### src/rtl/picosoc_led_ctrl_if.sv
// PicoRV32 native memory bus as seen by the LED controller.
// The CPU side drives the request and the LED controller side returns the acknowledge.
interface picosoc_led_ctrl_if;
  logic        mem_valid;
  logic [31:0] mem_addr;
  logic [31:0] mem_wdata;
  logic [3:0]  mem_wstrb;
  logic        mem_ready;
  logic [31:0] mem_rdata;

  modport master (
    output mem_valid, mem_addr, mem_wdata, mem_wstrb,
    input  mem_ready, mem_rdata
  );

  modport slave (
    input  mem_valid, mem_addr, mem_wdata, mem_wstrb,
    output mem_ready, mem_rdata
  );
endinterface

### src/rtl/picosoc_led_ctrl.sv
// Memory-mapped LED controller for picosoc: static/blink per channel, PWM dimming, status readback.
// Optional PWM dimming is built only when LED_CTRL_PWM_EN is defined.
module picosoc_led_ctrl #(
  parameter logic [31:0] BASE_ADDR     = 32'h0300_0000,
  parameter int          N_LEDS        = 10,
  parameter logic [31:0] BLINK_DEFAULT = 32'd25_000_000,
  parameter int          PWM_BITS      = 8
) (
  input  logic                clk,
  input  logic                reset,
  picosoc_led_ctrl_if.slave   bus,
  output logic [N_LEDS-1:0]   ledr
);

  localparam logic [5:0] W_CTRL   = 6'h00;
  localparam logic [5:0] W_VALUE  = 6'h01;
  localparam logic [5:0] W_BLINK  = 6'h02;
  localparam logic [5:0] W_HALF   = 6'h03;
  localparam logic [5:0] W_DUTY   = 6'h04;
  localparam logic [5:0] W_STATUS = 6'h05;

  // Handshake: a request is taken when mem_valid is high, the address hits the
  // window and no ack is outstanding; mem_ready then pulses for exactly the next
  // cycle with mem_rdata valid, and mem_rdata is 0 whenever mem_ready is 0.
  logic        ack_q;
  logic [31:0] rdata_q;
  logic [5:0]  req_word;
  logic [31:0] req_wdata;
  logic [3:0]  req_wstrb;

  logic              en_q;
  logic [N_LEDS-1:0] value_q;
  logic [N_LEDS-1:0] blink_q;
  logic [31:0]       half_q;
  logic [31:0]       bcnt;
  logic              phase;
  logic              pwm_on;

`ifdef LED_CTRL_PWM_EN
  logic [PWM_BITS-1:0] pcnt;
  logic [PWM_BITS-1:0] duty_q;
`endif

  logic        sel;
  logic [5:0]  bus_word;
  logic [31:0] rd_word;
  logic [31:0] old_word;
  logic [31:0] wr_word;
  logic        wr_en;
  logic        wr_half;
  logic [31:0] half_eff;
  logic        terminal;
  logic [N_LEDS-1:0] lit;
  logic        unused_addr_lsb;

  assign bus.mem_ready   = ack_q;
  assign bus.mem_rdata   = rdata_q;
  assign bus_word        = bus.mem_addr[7:2];
  assign unused_addr_lsb = ^bus.mem_addr[1:0];
  assign sel = bus.mem_valid & (bus.mem_addr[31:8] == BASE_ADDR[31:8]) & ~ack_q;

  function automatic logic [31:0] reg_view(input logic [5:0] w);
    logic [31:0] v;
    v = '0;
    case (w)
      W_CTRL:   v[0] = en_q;
      W_VALUE:  v[N_LEDS-1:0] = value_q;
      W_BLINK:  v[N_LEDS-1:0] = blink_q;
      W_HALF:   v = half_q;
`ifdef LED_CTRL_PWM_EN
      W_DUTY:   v[PWM_BITS-1:0] = duty_q;
`endif
      W_STATUS: v = 32'({ledr, phase});
      default:  v = '0;
    endcase
    return v;
  endfunction

  function automatic logic [31:0] merge_bytes(input logic [31:0] old,
                                              input logic [31:0] wdata,
                                              input logic [3:0]  strb);
    logic [31:0] r;
    r = old;
    for (int b = 0; b < 4; b++) begin
      if (strb[b]) r[8*b +: 8] = wdata[8*b +: 8];
    end
    return r;
  endfunction

  always_comb begin
    rd_word  = reg_view(bus_word);
    old_word = reg_view(req_word);
    wr_word  = merge_bytes(old_word, req_wdata, req_wstrb);
  end

  // The captured request is committed on the edge that ends the ack cycle, so a
  // reset during that cycle discards it.
  assign wr_en   = ack_q & (req_wstrb != 4'b0000);
  assign wr_half = wr_en & (req_word == W_HALF);

  always_ff @(posedge clk) begin
    if (reset) begin
      ack_q     <= 1'b0;
      rdata_q   <= '0;
      req_word  <= '0;
      req_wdata <= '0;
      req_wstrb <= '0;
    end else begin
      ack_q   <= sel;
      rdata_q <= sel ? rd_word : 32'h0;
      if (sel) begin
        req_word  <= bus_word;
        req_wdata <= bus.mem_wdata;
        req_wstrb <= bus.mem_wstrb;
      end
    end
  end

  always_ff @(posedge clk) begin
    if (reset) begin
      en_q    <= 1'b0;
      value_q <= '0;
      blink_q <= '0;
      half_q  <= BLINK_DEFAULT;
`ifdef LED_CTRL_PWM_EN
      duty_q  <= '1;
`endif
    end else if (wr_en) begin
      case (req_word)
        W_CTRL:  en_q    <= wr_word[0];
        W_VALUE: value_q <= wr_word[N_LEDS-1:0];
        W_BLINK: blink_q <= wr_word[N_LEDS-1:0];
        W_HALF:  half_q  <= wr_word;
`ifdef LED_CTRL_PWM_EN
        W_DUTY:  duty_q  <= wr_word[PWM_BITS-1:0];
`endif
        default: ;
      endcase
    end
  end

  // A programmed half-period of 0 behaves like 1 so the phase toggles every cycle.
  assign half_eff = (half_q == 32'h0) ? 32'd1 : half_q;
  assign terminal = (bcnt == half_eff - 32'd1);

  always_ff @(posedge clk) begin
    if (reset) begin
      bcnt  <= '0;
      phase <= 1'b1;
    end else if (wr_half) begin
      bcnt  <= '0;
      phase <= 1'b1;
    end else if (terminal) begin
      bcnt  <= '0;
      phase <= ~phase;
    end else begin
      bcnt  <= bcnt + 32'd1;
    end
  end

`ifdef LED_CTRL_PWM_EN
  always_ff @(posedge clk) begin
    if (reset) pcnt <= '0;
    else       pcnt <= pcnt + 1'b1;
  end

  // Full-scale duty means always on rather than one dark slot per period.
  assign pwm_on = (pcnt < duty_q) | (&duty_q);
`else
  assign pwm_on = 1'b1;
`endif

  assign lit = {N_LEDS{en_q & pwm_on}} & value_q & (~blink_q | {N_LEDS{phase}});

  always_ff @(posedge clk) begin
    if (reset) ledr <= '0;
    else       ledr <= lit;
  end

endmodule

### src/flat_wrapper.sv
// flat-port wrapper written by rule: the top's interface ports become plain ports
module picosoc_led_ctrl_flat 
#(
  parameter logic [31:0] BASE_ADDR     = 32'h0300_0000,
  parameter int          N_LEDS        = 10,
  parameter logic [31:0] BLINK_DEFAULT = 32'd25_000_000,
  parameter int          PWM_BITS      = 8
)
  (clk, reset, ledr, bus_mem_valid, bus_mem_addr, bus_mem_wdata, bus_mem_wstrb, bus_mem_ready, bus_mem_rdata);
  picosoc_led_ctrl_if bus_i ();
  input  logic clk;
  input  logic reset;
  output logic [N_LEDS-1:0] ledr;
  input wire logic [$bits(bus_i.mem_valid)-1:0] bus_mem_valid;
  input wire logic [$bits(bus_i.mem_addr)-1:0] bus_mem_addr;
  input wire logic [$bits(bus_i.mem_wdata)-1:0] bus_mem_wdata;
  input wire logic [$bits(bus_i.mem_wstrb)-1:0] bus_mem_wstrb;
  output wire logic [$bits(bus_i.mem_ready)-1:0] bus_mem_ready;
  output wire logic [$bits(bus_i.mem_rdata)-1:0] bus_mem_rdata;
  assign bus_i.mem_valid = bus_mem_valid;
  assign bus_i.mem_addr = bus_mem_addr;
  assign bus_i.mem_wdata = bus_mem_wdata;
  assign bus_i.mem_wstrb = bus_mem_wstrb;
  assign bus_mem_ready = bus_i.mem_ready;
  assign bus_mem_rdata = bus_i.mem_rdata;
  picosoc_led_ctrl #(.BASE_ADDR(BASE_ADDR), .N_LEDS(N_LEDS), .BLINK_DEFAULT(BLINK_DEFAULT), .PWM_BITS(PWM_BITS)) u_core (.clk(clk), .reset(reset), .bus(bus_i), .ledr(ledr));
endmodule
### config.mk
export PLATFORM = sky130hd
export DESIGN_NAME = picosoc_led_ctrl_flat
export DESIGN_NICKNAME = d
export VERILOG_FILES = /design/src/rtl/picosoc_led_ctrl_if.sv /design/src/rtl/picosoc_led_ctrl.sv /design/src/flat_wrapper.sv
export SDC_FILE = /design/constraint.sdc
export NUM_CORES = 1
export LEC_CHECK = 0
export CORE_MARGIN = 5
export CORE_UTILIZATION = 30
export CTS_CLUSTER_SIZE = 10
export DETAILED_ROUTE_END_ITERATION = 10
export PLACE_DENSITY_LB_ADDON = 0.12
export SYNTH_ARGS = -nofsm -noshare
export SYNTH_HDL_FRONTEND = slang
export SYNTH_SLANG_ARGS = --single-unit
### constraint.sdc
create_clock -name clk -period 6.6 [get_ports clk]
set_input_delay 0.99 -clock clk [delete_from_list [all_inputs] [get_ports clk]]
set_output_delay 0.99 -clock clk [all_outputs]
set_load 0.01 [all_outputs]
==> flow_summary_export.csv <==
group,metric,value,unit
outcome,status,"completed",
floorplan,die_x,176,um
floorplan,die_h,176,um
timing,min_period,4.81,ns
synth,synth_edf_count,0,
synth,syn_avg_cell_area,8.86,um^2
clock_network,cts_buffer_depth,2,
timing,setup_slack,1.79,ns
layout,instances_no_fill,1404,
global_routing,antenna_found_initial,1,
setup_path,cp_slowest_cell,"and3_2",
synth,synth.most_common_cell,"dfxtp_1",
synth,synth_ff_type,"dfxtp_1",
run,drv_cap,0,
power_and_ir_drop,ir_drop,0.123,mV
setup_path,cp-start-kind,"register",
routing,drtAntennaViolNets,0,
placed_design,dpl.hpwl,18100,um
setup_path,reg2reg_depth,13,
timing,setup_viol_count_final,0,
setup_path,r2r_end,"u_core.bcnt[1]",
synth,ys_types,72,
clock_network,cts_resized,0,
layout,drive_gt1_share,9.06,%
timing,slew_headroom,20.8,%
setup_path,endpoint_kind,"register",
global_routing,grt_max_degree,61,
clock_network,cts_sinks,171,
clock_network,post_cts_buffers,0,
synth,synth_top_area_share,41.2,%
timing,finalHoldViolCount,0,
routing,wl_per_cell,18.2,um
clock_network,cts_tree,"built",
global_routing,grt_pass1_vias,6946,
timing,skew,0.0126,ns
synth,netlist_instances,938,
floorplan,rows,61,
synth,synthTopCellsByCount,"dfxtp_1, nand2_1, nor2_1",
timing,max_slew.worst_pin.slew,1.19,ns
power_and_ir_drop,powerDensity,212,nW/um^2
synth,synth_seq_cells,171,
layout,diodes,0,
setup_path,crit_cells,13,
floorplan,core_region_area,27600,um^2
floorplan,die_area,31100,um^2
routing,drt_iter0_drc,648,
setup_path,worstSetupStartpoint,"u_core.half_q[10]",
timing,tns,0,ns
synth,syn_area,8310,um^2
global_routing,grt_usage,16.4,%
synth,ys_seq_area_share,41.2,%
setup_path,max_stage_delay,0.86,ns
timing,report.final.slew_viol_count,0,
layout,final_nets,1086,
global_routing,grt_pass1_wl,40200,um
timing,rsz0062_at_grt,"false",
setup_path,worst-path-buf-inv,0,
power_and_ir_drop,total_leakage_power,3.44,nW
global_routing,overflow,0,
setup_path,rr_startpoint,"u_core.half_q[10]",
synth,synth_area_leaders,"dfxtp_1, mux2i_1, nand2_1",
timing,fmax,0.208,GHz
placed_design,place_congestion,0.868,
timing,period_share,72.8,%
synth,async_reset_ff_share,0,%
setup_path,crit_family,"simple AND/OR/NAND/NOR gates",
synth,syn_nets,1011,
synth,yosys.area.top_type,"dfxtp_1",
floorplan,start_util,30.2,%
clock_network,path_clk_slew,0.08,ns
placed_design,placedCellCount,1372,
synth,ys_warn_count,0,
clock_network,cts_root_buf,"clkbuf_16",
routing,drc,0,
routing,routed_wl,25500,um
floorplan,io_pins,114,
routing,viasPerCell,5.02,
setup_path,crit_required,6.89,ns
setup_path,reg2reg_slack,1.79,ns
placed_design,place_ws,1.90,ns
setup_path,crit_path_end,"u_core.bcnt[1]",
setup_path,cp_max_fo,32,
setup_path,crit_arrival,5.10,ns
layout,syn2layout_area_growth,23.5,%
placed_design,portBuffers,111,
setup_path,crit_path_frequent_cell,"nor4_1",
clock_network,cts_buffers,17,
routing,via_count,7044,
min_path,hold_class,"register to register",
clock_network,h-tree-depth,4,
routing,firstDrtPassIters,5,
setup_path,path_cells,"nor4_1 > nand3_1 > nor4_1 > nor2_1 > ha_1 > nor4b_2 > nand2_1 > o211ai_1 > a211oi_1 > nand4_1 > nor4_2 > and3_2 > nor3b_1",
clock_network,cts_hold_buf,0,
setup_path,critical_path_class,"register to register",
clock_network,clk_latency,0.44,ns
sequential cells by signal, summed over array words and instances (netlist names):
| name | count |
|---|---|
| u_core.req_word | 6 |
| u_core.bus.mem_ready | 1 |
| u_core.value_q | 10 |
| u_core.bus.mem_rdata | 32 |
| u_core.phase | 1 |
| u_core.half_q | 32 |
| u_core.en_q | 1 |
| u_core.req_wdata | 32 |
| u_core.req_wstrb | 4 |
| u_core.bcnt | 32 |
| u_core.ledr | 10 |
| u_core.blink_q | 10 |
placed cells by master, fill, tap and decap left out, types with 5 or more instances in the layout:
cell             instances
nand2_1                110
a211oi_1                10
a211o_1                 11
clkdlybuf4s50_1        110
nand4_1                 14
xnor2_1                 33
nor3_1                  13
and3_1                  53
nor2b_1                  5
o211ai_1                 5
nor3_2                  32
xor2_1                  34
clkbuf_16               17
nand3_1                 38
a31oi_1                  6
a222oi_1                 9
dfxtp_1                171
mux2i_1                 66
a21oi_1                 49
nor2_1                  88
o21ai_0                 13
nor4_1                  17
buf_4                    7
nor4b_1                  5
inv_1                   16
clkinv_8                 5
tightest hold or removal path, stage by stage, from the launching register on:
cell     delay (ns)
dfxtp_1        0.32
nand3_1        0.06
a21oi_1        0.05
cell type report:
class	count	area [um^2]
clock inverter	15	215
clock buffer	17	425
inverter	16	60.1
tap	378	473
multi-input combinational	689	4510
timing repair buffer	118	1160
fill	2839	17300
sequential	171	3420
through the flow:
step	total power, mW	area (um^2)	util (%)	hold slack [ns]
after floorplan	1.08	8310	-	0.443
after global placement	1.13	9630	34.9	0.456
after detailed placement	1.13	9630	34.9	0.461
after CTS	2.21	10300	37.3	0.471
after global routing	2.25	10300	37.3	0.497
final	2.18	10300	37.3	0.467
kinds of logic (layout without fill, tap and decap cells):
logic type | after synthesis | in the layout | synth area share (%)
buffers and inverters | 78 | 166 | 4.82
adders and majority gates | 2 | 2 | 0.301
AOI/OAI and AO/OA | 131 | 131 | 10.7
xor gates and xnor gates | 67 | 67 | 7.06
muxes | 70 | 70 | 8.63
and+or+nand+nor | 419 | 419 | 27.3
DFF | 171 | 171 | 41.2
power breakdown:
part           total (mW)  leakage [nW]  switching (mW)  internal (mW)
registers            1.03          1.38         0.00282           1.03
clock network        1.08         0.310           0.516          0.560
logic              0.0688          1.76          0.0273         0.0416
per-layer routing:
layer / vias up / share of wire, % / global-route usage (%)
li1: 3491 / - / -
met1: 3374 / 50 / 23.7
met2: 153 / 44 / 24.6
met3: 24 / 4.5 / 3.49
met4: 2 / 1.4 / 4.67
met5: - / 0.043 / 0
how the worst min path moves through the flow:
stage,startpoint,end,slack (ns),cells past startpoint
3_5_place_dp,u_core.req_wdata[23],u_core.half_q[23],0.46,2
2_1_floorplan,u_core.req_wdata[10],u_core.half_q[10],0.44,2
5_1_grt,u_core.req_wdata[25],u_core.half_q[25],0.50,2
4_1_cts,u_core.req_wdata[17],u_core.half_q[17],0.47,2
3_3_place_gp,u_core.req_wdata[23],u_core.half_q[23],0.46,2
6_report,u_core.req_wdata[17],u_core.half_q[17],0.47,2
Note: power is estimated with default switching activity, not from simulation.
